[src/rtl/pipe_hazard_ctrl_pkg.sv]
// Shared types and constants for the pipeline hazard/stall/flush controller.
// Optional feature macro: PIPE_CTRL_PERF_EN (adds stall/flush performance counters).
package pipe_hazard_ctrl_pkg;

    localparam int unsigned XLEN       = 64;
    localparam int unsigned REG_ADDR_W = 5;
    localparam int unsigned PERF_W     = 32;

    // Controller states
    typedef enum logic [1:0] {
        CTRL_RUN   = 2'd0,
        CTRL_REDIR = 2'd1,
        CTRL_MWAIT = 2'd2
    } ctrl_state_e;

    // Stall/flush/redirect control bundle driven towards the pipeline registers
    typedef struct packed {
        logic pc_stall;
        logic regD_stall;
        logic regE_stall;
        logic regM_stall;
        logic regD_flush;
        logic regE_flush;
        logic regW_flush;
        logic redirect;
    } ctrl_bus_t;

    // Width of the memory-wait counter: enough bits to hold MEM_TIMEOUT itself
    function automatic int unsigned wait_cnt_width(input int unsigned timeout);
        return $clog2(timeout + 1);
    endfunction

endpackage

[src/rtl/pipe_hazard_ctrl_hazard_detect.sv]
// Load-use hazard comparator: a load in execute feeds a register read in decode.
module pipe_hazard_ctrl_hazard_detect
    import pipe_hazard_ctrl_pkg::*;
(
    input  logic [REG_ADDR_W-1:0] dec_i_rs1,
    input  logic [REG_ADDR_W-1:0] dec_i_rs2,
    input  logic                  dec_i_rs1_ren,
    input  logic                  dec_i_rs2_ren,
    input  logic                  regE_i_mem_ren,
    input  logic                  regE_i_wb_reg_wen,
    input  logic [REG_ADDR_W-1:0] regE_i_wb_rd,
    output logic                  load_use
);

    logic rs1_hit;
    logic rs2_hit;
    logic load_writes;

    // x0 never carries a value, so a load targeting it cannot create a hazard
    always_comb begin
        load_writes = regE_i_mem_ren & regE_i_wb_reg_wen & (regE_i_wb_rd != '0);
        rs1_hit     = dec_i_rs1_ren & (dec_i_rs1 == regE_i_wb_rd);
        rs2_hit     = dec_i_rs2_ren & (dec_i_rs2 == regE_i_wb_rd);
        load_use    = load_writes & (rs1_hit | rs2_hit);
    end

endmodule

[src/rtl/pipe_hazard_ctrl.sv]
// Pipeline control: load-use stall, memory-wait hold, mispredict redirect with
// a two-cycle wrong-path flush, and a sticky memory-timeout flag.
// Optional feature macro: PIPE_CTRL_PERF_EN (stall/flush performance counters).
module pipe_hazard_ctrl
    import pipe_hazard_ctrl_pkg::*;
#(
    parameter int unsigned MEM_TIMEOUT = 255
)
(
    input  logic                  clk,
    input  logic                  rst,
    input  logic [REG_ADDR_W-1:0] dec_i_rs1,
    input  logic [REG_ADDR_W-1:0] dec_i_rs2,
    input  logic                  dec_i_rs1_ren,
    input  logic                  dec_i_rs2_ren,
    input  logic                  regE_i_mem_ren,
    input  logic                  regE_i_wb_reg_wen,
    input  logic [REG_ADDR_W-1:0] regE_i_wb_rd,
    input  logic                  exe_i_mispredict,
    input  logic [XLEN-1:0]       exe_i_target,
    input  logic                  mem_i_req,
    input  logic                  mem_i_ack,
    output logic                  ctrl_o_pc_stall,
    output logic                  ctrl_o_regD_stall,
    output logic                  ctrl_o_regE_stall,
    output logic                  ctrl_o_regM_stall,
    output logic                  ctrl_o_regD_flush,
    output logic                  ctrl_o_regE_flush,
    output logic                  ctrl_o_regW_flush,
    output logic                  ctrl_o_redirect,
    output logic [XLEN-1:0]       ctrl_o_redirect_pc,
    output logic                  ctrl_o_mem_timeout
`ifdef PIPE_CTRL_PERF_EN
    ,
    output logic [PERF_W-1:0]     ctrl_o_stall_cnt,
    output logic [PERF_W-1:0]     ctrl_o_flush_cnt
`endif
);

    localparam int unsigned         WAIT_W   = wait_cnt_width(MEM_TIMEOUT);
    localparam logic [WAIT_W-1:0]   WAIT_MAX = WAIT_W'(MEM_TIMEOUT);

    ctrl_state_e       state;
    ctrl_state_e       state_nxt;
    logic [XLEN-1:0]   redir_pc;
    logic              pending;
    logic [WAIT_W-1:0] wait_cnt;
    logic [WAIT_W-1:0] wait_cnt_nxt;
    logic              mem_timeout;

    logic              memstall;
    logic              load_use;
    logic              do_redirect;
    logic              run_eval;
    logic              take_mispredict;
    logic              take_load_use;
    ctrl_bus_t         ctrl;

    pipe_hazard_ctrl_hazard_detect u_hazard_detect (
        .dec_i_rs1         (dec_i_rs1),
        .dec_i_rs2         (dec_i_rs2),
        .dec_i_rs1_ren     (dec_i_rs1_ren),
        .dec_i_rs2_ren     (dec_i_rs2_ren),
        .regE_i_mem_ren    (regE_i_mem_ren),
        .regE_i_wb_reg_wen (regE_i_wb_reg_wen),
        .regE_i_wb_rd      (regE_i_wb_rd),
        .load_use          (load_use)
    );

    // Decision terms; memstall overrides everything, a pending redirect beats the RUN rules
    always_comb begin
        memstall        = mem_i_req & ~mem_i_ack;
        do_redirect     = ~memstall & ((state == CTRL_REDIR) | ((state == CTRL_MWAIT) & pending));
        run_eval        = ~memstall & ((state == CTRL_RUN)   | ((state == CTRL_MWAIT) & ~pending));
        take_mispredict = run_eval & exe_i_mispredict;
        take_load_use   = run_eval & ~exe_i_mispredict & load_use;
    end

    // State register
    always_ff @(posedge clk) begin
        if (rst) begin
            state <= CTRL_RUN;
        end else begin
            state <= state_nxt;
        end
    end

    // Next-state logic
    always_comb begin
        state_nxt = CTRL_RUN;
        if (memstall) begin
            state_nxt = CTRL_MWAIT;
        end else if (take_mispredict) begin
            state_nxt = CTRL_REDIR;
        end
    end

    // Output decode: stall/flush controls and redirect strobe
    always_comb begin
        ctrl = '0;
        if (memstall) begin
            ctrl.pc_stall   = 1'b1;
            ctrl.regD_stall = 1'b1;
            ctrl.regE_stall = 1'b1;
            ctrl.regM_stall = 1'b1;
            ctrl.regW_flush = 1'b1;
        end else if (do_redirect) begin
            ctrl.redirect   = 1'b1;
            ctrl.regD_flush = 1'b1;
            ctrl.regE_flush = 1'b1;
        end else if (take_mispredict) begin
            ctrl.regD_flush = 1'b1;
            ctrl.regE_flush = 1'b1;
        end else if (take_load_use) begin
            ctrl.pc_stall   = 1'b1;
            ctrl.regD_stall = 1'b1;
            ctrl.regE_flush = 1'b1;
        end
    end

    // Wait counter counts consecutive stalled cycles, saturating at the timeout
    always_comb begin
        wait_cnt_nxt = '0;
        if (memstall) begin
            wait_cnt_nxt = (wait_cnt == WAIT_MAX) ? wait_cnt : wait_cnt + WAIT_W'(1);
        end
    end

    // Redirect target, pending-redirect, wait counter and sticky timeout registers
    always_ff @(posedge clk) begin
        if (rst) begin
            redir_pc    <= '0;
            pending     <= 1'b0;
            wait_cnt    <= '0;
            mem_timeout <= 1'b0;
        end else begin
            if (take_mispredict) begin
                redir_pc <= exe_i_target;
            end
            if (memstall && (state == CTRL_REDIR)) begin
                pending <= 1'b1;
            end else if (do_redirect) begin
                pending <= 1'b0;
            end
            wait_cnt <= wait_cnt_nxt;
            if (memstall && (wait_cnt_nxt == WAIT_MAX)) begin
                mem_timeout <= 1'b1;
            end
        end
    end

    assign ctrl_o_pc_stall    = ctrl.pc_stall;
    assign ctrl_o_regD_stall  = ctrl.regD_stall;
    assign ctrl_o_regE_stall  = ctrl.regE_stall;
    assign ctrl_o_regM_stall  = ctrl.regM_stall;
    assign ctrl_o_regD_flush  = ctrl.regD_flush;
    assign ctrl_o_regE_flush  = ctrl.regE_flush;
    assign ctrl_o_regW_flush  = ctrl.regW_flush;
    assign ctrl_o_redirect    = ctrl.redirect;
    assign ctrl_o_redirect_pc = redir_pc;
    assign ctrl_o_mem_timeout = mem_timeout;

`ifdef PIPE_CTRL_PERF_EN
    logic [PERF_W-1:0] stall_cnt;
    logic [PERF_W-1:0] flush_cnt;

    // Performance counters: PC-stall cycles and issued redirects, wrapping
    always_ff @(posedge clk) begin
        if (rst) begin
            stall_cnt <= '0;
            flush_cnt <= '0;
        end else begin
            if (ctrl.pc_stall) begin
                stall_cnt <= stall_cnt + PERF_W'(1);
            end
            if (ctrl.redirect) begin
                flush_cnt <= flush_cnt + PERF_W'(1);
            end
        end
    end

    assign ctrl_o_stall_cnt = stall_cnt;
    assign ctrl_o_flush_cnt = flush_cnt;
`endif

endmodule

[config.mk]
export PLATFORM = sky130hd
export DESIGN_NAME = pipe_hazard_ctrl
export DESIGN_NICKNAME = d
export VERILOG_FILES = /design/src/rtl/pipe_hazard_ctrl_pkg.sv /design/src/rtl/pipe_hazard_ctrl_hazard_detect.sv /design/src/rtl/pipe_hazard_ctrl.sv
export SDC_FILE = /design/constraint.sdc
export NUM_CORES = 1
export LEC_CHECK = 0
export ABC_CLOCK_PERIOD_IN_PS = 1700
export CAP_MARGIN = 20
export CELL_PAD_IN_SITES_DETAIL_PLACEMENT = 1
export CELL_PAD_IN_SITES_GLOBAL_PLACEMENT = 1
export CORE_ASPECT_RATIO = 1.1
export CORE_MARGIN = 10
export CORE_UTILIZATION = 38
export CTS_CLUSTER_SIZE = 30
export DETAILED_ROUTE_END_ITERATION = 8
export DONT_BUFFER_PORTS = 1
export GPL_ROUTABILITY_DRIVEN = 0
export MAX_ROUTING_LAYER = met4
export PLACE_DENSITY = 0.85
export SLEW_MARGIN = 20
export SYNTH_ARGS = -nofsm -noshare
export SYNTH_HDL_FRONTEND = slang
export SYNTH_SLANG_ARGS = --single-unit
[constraint.sdc]
create_clock -name clk -period 1.7 [get_ports clk]
set_clock_uncertainty 0.2 [all_clocks]
set_input_delay 0.255 -clock clk [delete_from_list [all_inputs] [get_ports clk]]
set_output_delay 0.255 -clock clk [all_outputs]
set_load 0.01 [all_outputs]
==> results.py <==
metrics = {
    "yosys": {
        "syn_nets": 470,
        "synth-xor-area-share_pct": 3.51,
        "synth_simple_gate_area_share_pct": 24.6,
        "synth.top_cells.by_count": "138 x nand2_1, 76 x dfxtp_1, 68 x a21oi_1",
        "muxShareOfSynthArea_pct": 0,
        "ys_top_cells_by_area": "dfxtp_1 51%, nand2_1 17%, a21oi_1 11%",
        "synth-adder-area-share_pct": 0.418,
        "synth_top_family_by_area": "simple AND/OR/NAND/NOR gates",
        "synth_compound_area_share_pct": 15.3,
        "synthDistinctLibCells": 39,
        "dominantRegCellSynth": "dfxtp_1",
        "synthCells": 381,
        "ys_warn_count": 0,
        "async_reset_ff_share_pct": 0,
        "synthDominantCellAreaShare_pct": 50.8,
        "syn_area_per_cell_sq_um": 7.86,
        "synth.most_common_cell": "nand2_1",
        "synth_seq_cells": 76,
        "synth_area_leader_cell": "dfxtp_1",
        "synth_edf_count": 0,
        "ys_seq_area_share_pct": 50.8,
        "syn_area_sq_um": 2990,
    },
    "sta": {
        "rsz0062_at_grt": "true",
        "fin_setup_tns_ns": -0.985,
        "setup_viol": 5,
        "setup_slack_ns": -0.309,
        "final_max_slew_viol_count": 0,
        "period_needed_ns": 2.01,
        "worstMarginPinSlew_ns": 0.412,
        "hold_viol_final": 67,
        "max_freq_mhz": 498,
        "holdWs_ns": -0.226,
        "final.period_utilization_pct": 118,
        "relSlewSlack_pct": 72.6,
    },
    "clock_network": {
        "cts.reportedPaths.clkPinSlew_ns": 0.09,
        "cts_root_buffer": "clkbuf_8",
        "clock_latency_ns": 0.34,
        "numCtsBuffers": 9,
        "clock-sinks": 76,
        "h-tree-depth": 3,
        "cts_tree": "built",
        "clockBufferDepth": 2,
    },
    "drt": {
        "drc_errors": 0,
        "wl_per_cell_um": 19.5,
        "antenna_left": 0,
        "vias": 2654,
        "first_pass_iters": 4,
        "via_per_inst": 5.30,
        "drt-initial-drc-count": 117,
        "finalWirelength_um": 9790,
    },
    "power_and_ir_drop": {
        "power_leakage_nw": 1.31,
        "ir_drop_v": 0.000410,
        "power_density_nw_per_um2": 1080,
        "finalPower_mw": 3.87,
    },
    "layout": {
        "nNetsFinal": 480,
        "finish.instance_area_sq_um": 3580,
        "diodes": 0,
        "n_fill_cell": 927,
        "area_delta_synth_final_pct": 19.5,
        "final_util_pct": 47.3,
        "final_layout_size_suffix_gt1_share_pct": 17.7,
        "fin_cells": 501,
    },
    "placed_design": {
        "placed_cell_area_sq_um": 3240,
        "pre_cts_ws_ns": -0.0825,
        "place_hpwl_um": 7260,
        "io_buffers": 0,
        "place_inst": 481,
    },
    "setup_path": {
        "endpoint_kind": "primary output",
        "crit_type": "flip-flop to primary output",
        "cp-start-kind": "flip-flop",
        "crit_required_ns": 1.24,
        "cp_max_fo": 2,
        "crit_arrival_ns": 1.55,
    },
    "global_routing": {
        "overflow": 0,
        "grt_max_degree": 70,
        "grtUsageTotal_pct": 16.4,
        "grt_pass1_wl_um": 15400,
        "antenna_found_initial": 0,
        "grt_pass1_vias": 2839,
    },
    "run_status": {
        "violations": "negative hold slack, negative setup slack",
        "status": "finished, violations left",
    },
    "floorplan": {
        "start_util_pct": 39.6,
        "ios": 161,
        "fp.dieW_um": 105,
        "std_cell_rows": 33,
        "die_y_um": 113,
        "die_area_sq_um": 11800,
        "core_region_area_sq_um": 7560,
    },
    "hold_path": {
        "worstHoldPathType": "input port to flip-flop",
    },
    "job": {
        "cap_violations": 0,
    },
}
==> sequential cells by signal, indices dropped and copies added, names as in the netlist <==
register and flops:
ctrl_o_redirect_pc 64, wait_cnt 8, state 2, ctrl_o_mem_timeout 1, pending 1
==> power breakdown <==
group / switching, mW / total (mW) / internal [mW]
Clock: 0.681 / 1.56 / 0.880
Combinational: 0.187 / 0.326 / 0.139
Sequential: 0.114 / 1.99 / 1.87
==> logic make-up (layout without fill, tap and decap cells) <==
kind of cell,count (synthesis),count (layout)
compound gates,84,84
xor+xnor,12,12
fa+ha+maj,1,1
buf+inv,31,46
flops,76,76
simple gates,177,177
==> metal layers <==
metal | routed length [um] | vias to the layer above | global-route usage, %
met5 | 0 | - | -
met3 | 893 | 17 | 6.70
li1 | - | 1274 | -
met4 | 184 | 0 | 5.49
met2 | 5170 | 101 | 29.0
met1 | 3550 | 1262 | 16.2
==> layout make-up <==
class	instances	area, sq um	area share [%]
clock inverters	6	93.8	2.62
multi-input cells	274	1410	39.5
repair buffers	27	255	7.14
flip-flops and latches	76	1540	43.0
clock buffers	10	138	3.85
inverters	3	11.3	0.315
well taps	105	131	3.67
==> what timing repair did <==
item | 4_1_cts | 5_1_grt
buffers inserted | 4 | 4
resized for setup | 17 | 9
endpoints found under the hold margin | 67 | 67
endpoints found under the setup margin | 6 | 8
pin swaps | 7 | 7
cloned | 0 | 0
==> placed cells by master, fill, tap and decap left out, types with 3 or more instances in the layout <==
master and count:
nand2_1 138, dfxtp_1 70, a21oi_1 66, buf_4 20
xor2_1 10, clkbuf_8 10, nor2_1 8, a31oi_1 4
nor3_1 4, buf_6 4, inv_1 3, nor2_4 3
and3_2 3, a211oi_1 3, o21ai_0 3, dfxtp_2 3
buf_12 3, dfxtp_4 3
==> critical path: stages, from the launching register on <==
cell	delay [ns]
dfxtp_2	0.33
a21oi_2	0.14
nand2_1	0.07
or4_4	0.45
o21ai_4	0.23
==> path summary, 6_finish.rpt <==
kind	endpoint	startpoint	depth (start not counted)	slack [ns]
max	ctrl_o_regD_stall	pending$_SDFFE_PP0P_	4	-0.31
min	ctrl_o_redirect_pc[42]$_SDFFE_PP0P_	rst	1	-0.23
max reg2reg	ctrl_o_mem_timeout$_SDFFE_PP0P_	wait_cnt[1]$_SDFF_PP0_	5	-0.02
min reg2reg	ctrl_o_redirect_pc[45]$_SDFFE_PP0P_	ctrl_o_redirect_pc[45]$_SDFFE_PP0P_	2	0.31
Note: power is estimated with default switching activity, not from simulation.
